`config.mk`:
```
export PLATFORM = sky130hd
export DESIGN_NAME = cell_comm_link_stats
export DESIGN_NICKNAME = d
export VERILOG_FILES = /design/src/rtl/cell_comm_link_stats_pkg.sv /design/src/rtl/cell_comm_link_monitor.sv /design/src/rtl/cell_comm_link_stats.sv
export SDC_FILE = /design/constraint.sdc
export NUM_CORES = 1
export LEC_CHECK = 0
export ABC_CLOCK_PERIOD_IN_PS = 2090
export BUFFER_PORTS_ARGS = -buffer_cell sky130_fd_sc_hd__buf_2
export CORE_MARGIN = 10
export CORE_UTILIZATION = 37
export CTS_CLUSTER_DIAMETER = 40
export DETAILED_ROUTE_END_ITERATION = 7
export PLACE_DENSITY_LB_ADDON = 0.2
export REMOVE_ABC_BUFFERS = 1
export SLEW_MARGIN = 10
export SYNTH_ARGS = -nofsm -noshare
export SYNTH_HDL_FRONTEND = slang
export SYNTH_SLANG_ARGS = --single-unit
```
`constraint.sdc`:
```
create_clock -name auUserClk -period 2.09 [get_ports auUserClk]
set_clock_uncertainty 0.05 [all_clocks]
set_input_delay 0.1045 -clock auUserClk [delete_from_list [all_inputs] [get_ports auUserClk]]
set_output_delay 0.1045 -clock auUserClk [all_outputs]
set_load 0.01 [all_outputs]
```
`src/rtl/cell_comm_link_stats_pkg.sv`:
```
// cell_comm_link_stats_pkg: shared link FSM encoding, readout selector codes and status-word layout.
package cell_comm_link_stats_pkg;
  typedef enum logic [1:0] {ST_DOWN = 2'd0, ST_QUALIFY = 2'd1, ST_UP = 2'd2} link_state_e;
  typedef enum logic [1:0] {RC_FAULT = 2'd0, RC_PASS = 2'd1, RC_DROP = 2'd2, RC_STATUS = 2'd3} read_sel_e;
  localparam int ST_STABLE_BIT = 0;
  localparam int ST_CHUP_BIT   = 1;
  localparam int ST_STATE_LSB  = 2;
endpackage

```
`src/rtl/cell_comm_link_monitor.sv`:
```
// cell_comm_link_monitor: one link's channel-up qualify FSM plus CRC fault/pass and drop counters.
// Ports: clk_i/rst_ni (sync, active-low), chan_up_i, crc_valid_i, crc_pass_i, clr_i (zero all counters);
//        fault_o/pass_o/drop_o counters, state_o FSM state, chan_up_o registered channel-up, stable_o (state is UP).
module cell_comm_link_monitor
  import cell_comm_link_stats_pkg::*;
#(
  parameter int COUNT_WIDTH   = 32,
  parameter bit SATURATE      = 1'b1,
  parameter int STABLE_CYCLES = 1024
) (
  input  logic                   clk_i,
  input  logic                   rst_ni,
  input  logic                   chan_up_i,
  input  logic                   crc_valid_i,
  input  logic                   crc_pass_i,
  input  logic                   clr_i,
  output logic [COUNT_WIDTH-1:0] fault_o,
  output logic [COUNT_WIDTH-1:0] pass_o,
  output logic [COUNT_WIDTH-1:0] drop_o,
  output link_state_e            state_o,
  output logic                   chan_up_o,
  output logic                   stable_o
);
  localparam int QW = STABLE_CYCLES > 1 ? $clog2(STABLE_CYCLES) : 1;
  link_state_e state_q, state_d;
  logic [QW-1:0] q_q, q_d;
  logic [COUNT_WIDTH-1:0] fault_q, fault_d, pass_q, pass_d, drop_q, drop_d;
  logic up_q, drop_ev;
  function automatic logic [COUNT_WIDTH-1:0] bump(input logic [COUNT_WIDTH-1:0] c);
    return (SATURATE && &c) ? c : c + 1'b1;
  endfunction
  always_comb begin
    state_d = state_q;
    q_d     = q_q;
    drop_ev = 1'b0;
    unique case (state_q)
      ST_DOWN:    if (chan_up_i) begin state_d = ST_QUALIFY; q_d = '0; end
      ST_QUALIFY: if (!chan_up_i) state_d = ST_DOWN;
                  else if (q_q == QW'(STABLE_CYCLES - 1)) state_d = ST_UP;
                  else q_d = q_q + 1'b1;
      ST_UP:      if (!chan_up_i) begin state_d = ST_DOWN; drop_ev = 1'b1; end
      default:    state_d = ST_DOWN;
    endcase
    // clear takes priority over any increment on the same edge
    fault_d = clr_i ? '0 : (crc_valid_i && !crc_pass_i) ? bump(fault_q) : fault_q;
    pass_d  = clr_i ? '0 : (crc_valid_i && crc_pass_i) ? bump(pass_q) : pass_q;
    drop_d  = clr_i ? '0 : drop_ev ? bump(drop_q) : drop_q;
  end
  always_ff @(posedge clk_i) begin
    if (!rst_ni) begin
      state_q <= ST_DOWN;
      q_q     <= '0;
      fault_q <= '0;
      pass_q  <= '0;
      drop_q  <= '0;
      up_q    <= 1'b0;
    end else begin
      state_q <= state_d;
      q_q     <= q_d;
      fault_q <= fault_d;
      pass_q  <= pass_d;
      drop_q  <= drop_d;
      up_q    <= chan_up_i;
    end
  end
  assign fault_o   = fault_q;
  assign pass_o    = pass_q;
  assign drop_o    = drop_q;
  assign state_o   = state_q;
  assign chan_up_o = up_q;
  assign stable_o  = state_q == ST_UP;
endmodule

```
`src/rtl/cell_comm_link_stats.sv`:
```
// cell_comm_link_stats: per-link Aurora health/CRC statistics with a registered CSR read mux.
// Ports: auUserClk, auUserResetN (sync, active-low); per-link channelUp, rxCRCvalid, rxCRCpass, clearMask;
//        clearStrobe; readSel/readCounter select -> readData (1-cycle); linkStable; crcFaultAny (registered).
module cell_comm_link_stats
  import cell_comm_link_stats_pkg::*;
#(
  parameter int NUM_LINKS     = 2,
  parameter int COUNT_WIDTH   = 32,
  parameter bit SATURATE      = 1'b1,
  parameter int STABLE_CYCLES = 1024,
  parameter int SEL_W         = NUM_LINKS > 1 ? $clog2(NUM_LINKS) : 1
) (
  input  logic                 auUserClk,
  input  logic                 auUserResetN,
  input  logic [NUM_LINKS-1:0] channelUp,
  input  logic [NUM_LINKS-1:0] rxCRCvalid,
  input  logic [NUM_LINKS-1:0] rxCRCpass,
  input  logic                 clearStrobe,
  input  logic [NUM_LINKS-1:0] clearMask,
  input  logic [SEL_W-1:0]     readSel,
  input  logic [1:0]           readCounter,
  output logic [31:0]          readData,
  output logic [NUM_LINKS-1:0] linkStable,
  output logic                 crcFaultAny
);
  logic [31:0] word [NUM_LINKS];
  logic [31:0] rd_d, rd_q;
  logic fany_q;
  for (genvar g = 0; g < NUM_LINKS; g++) begin : g_link
    logic [COUNT_WIDTH-1:0] f, p, d;
    link_state_e st;
    logic up;
    cell_comm_link_monitor #(
      .COUNT_WIDTH  (COUNT_WIDTH),
      .SATURATE     (SATURATE),
      .STABLE_CYCLES(STABLE_CYCLES)
    ) u_mon (
      .clk_i      (auUserClk),
      .rst_ni     (auUserResetN),
      .chan_up_i  (channelUp[g]),
      .crc_valid_i(rxCRCvalid[g]),
      .crc_pass_i (rxCRCpass[g]),
      .clr_i      (clearStrobe && clearMask[g]),
      .fault_o    (f),
      .pass_o     (p),
      .drop_o     (d),
      .state_o    (st),
      .chan_up_o  (up),
      .stable_o   (linkStable[g])
    );
    assign word[g] = readCounter == RC_FAULT ? 32'(f) :
                     readCounter == RC_PASS  ? 32'(p) :
                     readCounter == RC_DROP  ? 32'(d) :
                     (32'(st) << ST_STATE_LSB) | (32'(up) << ST_CHUP_BIT) | (32'(linkStable[g]) << ST_STABLE_BIT);
  end
  // out-of-range selects match no link and read back as zero
  always_comb begin
    rd_d = '0;
    for (int i = 0; i < NUM_LINKS; i++) if (readSel == SEL_W'(i)) rd_d = word[i];
  end
  always_ff @(posedge auUserClk) begin
    if (!auUserResetN) begin
      rd_q   <= '0;
      fany_q <= 1'b0;
    end else begin
      rd_q   <= rd_d;
      fany_q <= |(rxCRCvalid & ~rxCRCpass);
    end
  end
  assign readData    = rd_q;
  assign crcFaultAny = fany_q;
endmodule

```
==> metrics <==
overall power 12.9 mW; Buf/Inv on CP 0; crit share post-route 101%; Initial Util 37.6%; CP peak stage delay 0.47 ns; count of different cell masters after synthesis 65; RD Place Congestion 0.897; final count of hold timing violations 0; Max-Cap Viols 0; IO Port Bufs 48; Pleak 6.34 nW; Avg Cell Area, Syn 8.06 µm²; Placed Instance Area 15500 µm²; Yosys Warn Count 0; Synth area leaders dfxtp_1 37%, a21oi_1 6.6%, mux2i_1 5.1%; Num CTS Buffers 46; Peak Freq 0.474 GHz; Slew HR 50.7%; # IOs 49; Cell Rows 69; Die Wd 210 µm; Power Dens Cells 730 nW/µm²; first-pass GRT wire length 68.6 mm; antenna violations before repair 0; EDFF count, synth 0; top-area cell type share of the netlist area 37.5%; Syn-to-layout area delta 31.7%; clk sinks 251; DR iter-0 viols 978; WP data required 2.54 ns; Worst Setup Path Type flop to flop; Top FF cell, synth dfxtp_1; CTS tree built; final worst setup slack -0.0193 ns; DRC 0; worst hold slack 0.0452 ns; n_diodes 0; layout cell share with drive strength beyond 1 24.6%; per-cell routed wire length 18.4 µm; Clock Latency Late Sink 0.56 ns; DIE AREA 44300 µm²; Startpoint Class flop; dominant cell by count in the synthesized netlist dfxtp_1; Async SR Flop Fraction 0%; status finished, violations left; largest area contributor in the netlist dfxtp_1; worst slew pin tran 0.736 ns; critical register-to-register path startpoint g_link[0].u_mon.fault_o[1]; final setup vio count 2; min-delay src readSel; final core utilization 49.5%; hold crit path type input pin to flop; final wirelength 44.0 mm; crit-path max FO 5; global route overflow 0; GR Util All Layers 19.0%; fin area 17700 µm²; Max stage delay cell, worst path a2111o_1; synth cell count leaders 251 x dfxtp_1, 177 x a21oi_1, 159 x nand2_1; Post-DRT Antenna Nets 0; clock buffer depth 3; Detail Placement HPWL 31.1 mm; Cell Chain, Critical Path ha_4 -> nand3_4 -> or3_4 -> a2111o_1 -> or4_4 -> a21oi_2; Mapped Cells 1665; dpl ws -0.0332 ns; Synth Register Bits 251; peak supply drop 546 µV; First-pass DRT Iterations 5; launch point of the worst path g_link[0].u_mon.fault_o[1]; unrepaired setup endpoints after global routing true; clock slew at reported path FFs 0.05 ns; largest net degree at the start of global routing 65; Die Ht 210 µm; Syn Std Cell Area 13400 µm²; CTS root buf clkbuf_16; via density per instance 5.82; Final Net Count 1916; Top Family by Delay on Critical Path simple AND/OR/NAND/NOR gates; vias in the first global route 12700; Tmin final 2.11 ns; critical path endpoint category flop; endpoint arrival time on the critical path 2.55 ns; final slew viol count 0; H-tree levels 2; Seq/Total Area, Yosys 37.5%; Core Footprint 35700 µm²; failing checks setup timing; via count 13900
==> worst min-delay path: cells and delay by family <==
kind | cells | cell delay (ns)
and+or+nand+nor | 1 | 0.10
buffers and inverters | 1 | 0.21
muxes | 1 | 0.18
==> kinds of logic (layout without fill, tap and decap cells) <==
group                    after synthesis  in the layout  synth area share (%)
XOR/XNOR                              26             26                  1.70
AO/OA/AOI/OAI                        454            455                  20.0
multiplexers                          76             76                  6.32
AND/OR/NAND/NOR                      727            727                  30.2
adder cells (fa/ha/maj)                8              8                 0.746
buffers and inverters                123            387                  3.62
flip-flops                           251            251                  37.5
==> timing repair <==
action	CTS	global route
setup buffers	1	8
gates cloned	1	2
resized for setup	4	98
pin swaps	2	32
setup endpoints to repair	12	104
endpoints found under the hold margin	14	0
hold buffers	9	0
==> area by class of cell <==
class	instances	area, µm²
multi-input combinational	1292	8290
clock inverter	31	309
timing repair buffer	283	2130
tap	461	577
sequential	251	5050
fill	3396	18000
clock buffer	53	1240
inverter	20	75.1
==> power by group <==
group          internal (mW)  switching [mW]  total [mW]  leakage, nW
sequential              4.83          0.0179        4.85         2.04
clock                   4.76            2.69        7.46        0.746
combinational          0.204           0.390       0.594         3.56
total                   9.80            3.10        12.9         6.34
==> registers in the layout, summed over array words and instances, names as in the netlist <==
name and cells:
crcFaultAny 1, g_link.u_mon.chan_up_o 2, g_link.u_mon.drop_o 64, g_link.u_mon.fault_o 64, g_link.u_mon.pass_o 64, g_link.u_mon.q_q 20, g_link.u_mon.state_o 4, readData 32
==> layer usage <==
layer | GRT usage (%) | vias to the layer above | share of wire, %
li1 | - | 6802 | -
met1 | 26.6 | 6639 | 48
met2 | 28.3 | 399 | 43
met3 | 3.58 | 86 | 5.9
met4 | 7.17 | 0 | 3.1
met5 | 0 | - | 0
==> layout by cell type, fill, tap and decap left out, types with 8 or more instances in the layout <==
cell type      instances
dfxtp_1              231
buf_4                217
a21oi_1              167
nand2_1              155
o21ai_0              131
or3_1                 88
nand3_1               74
nand4_1               74
nor2_1                70
mux2i_1               69
and3_1                55
or4_1                 47
clkbuf_16             47
buf_2                 47
o211ai_1              45
o31ai_1               35
and4_1                28
inv_1                 20
dfxtp_2               20
xnor2_1               19
nor3_1                18
nor4_1                17
and2_1                13
nand2b_1              12
a31o_2                12
a31oi_1               10
a21oi_2               10
clkinv_2              10
nor2b_1                9
dlygate4sd3_1          9
clkinvlp_4             8
==> through the flow <==
stage | cells | setup TNS, ns
6_report | 2391 | -0.0301
5_1_grt | 2391 | -0.522
4_1_cts | 2380 | 0
3_5_place_dp | 2285 | -0.100
3_3_place_gp | 2285 | 0
2_1_floorplan | 1562 | -17.07
==> path summary, 6_finish.rpt <==
kind                                      end  depth (start not counted)  slack [ns]
setup / recovery  g_link[0].u_mon.fault_o[22]                          6       -0.02
hold / removal                    readData[0]                          3        0.05
setup reg to reg  g_link[0].u_mon.fault_o[22]                          6       -0.02
hold reg to reg        g_link[1].u_mon.q_q[6]                          2        0.44
(Power assumes the default switching activity.)
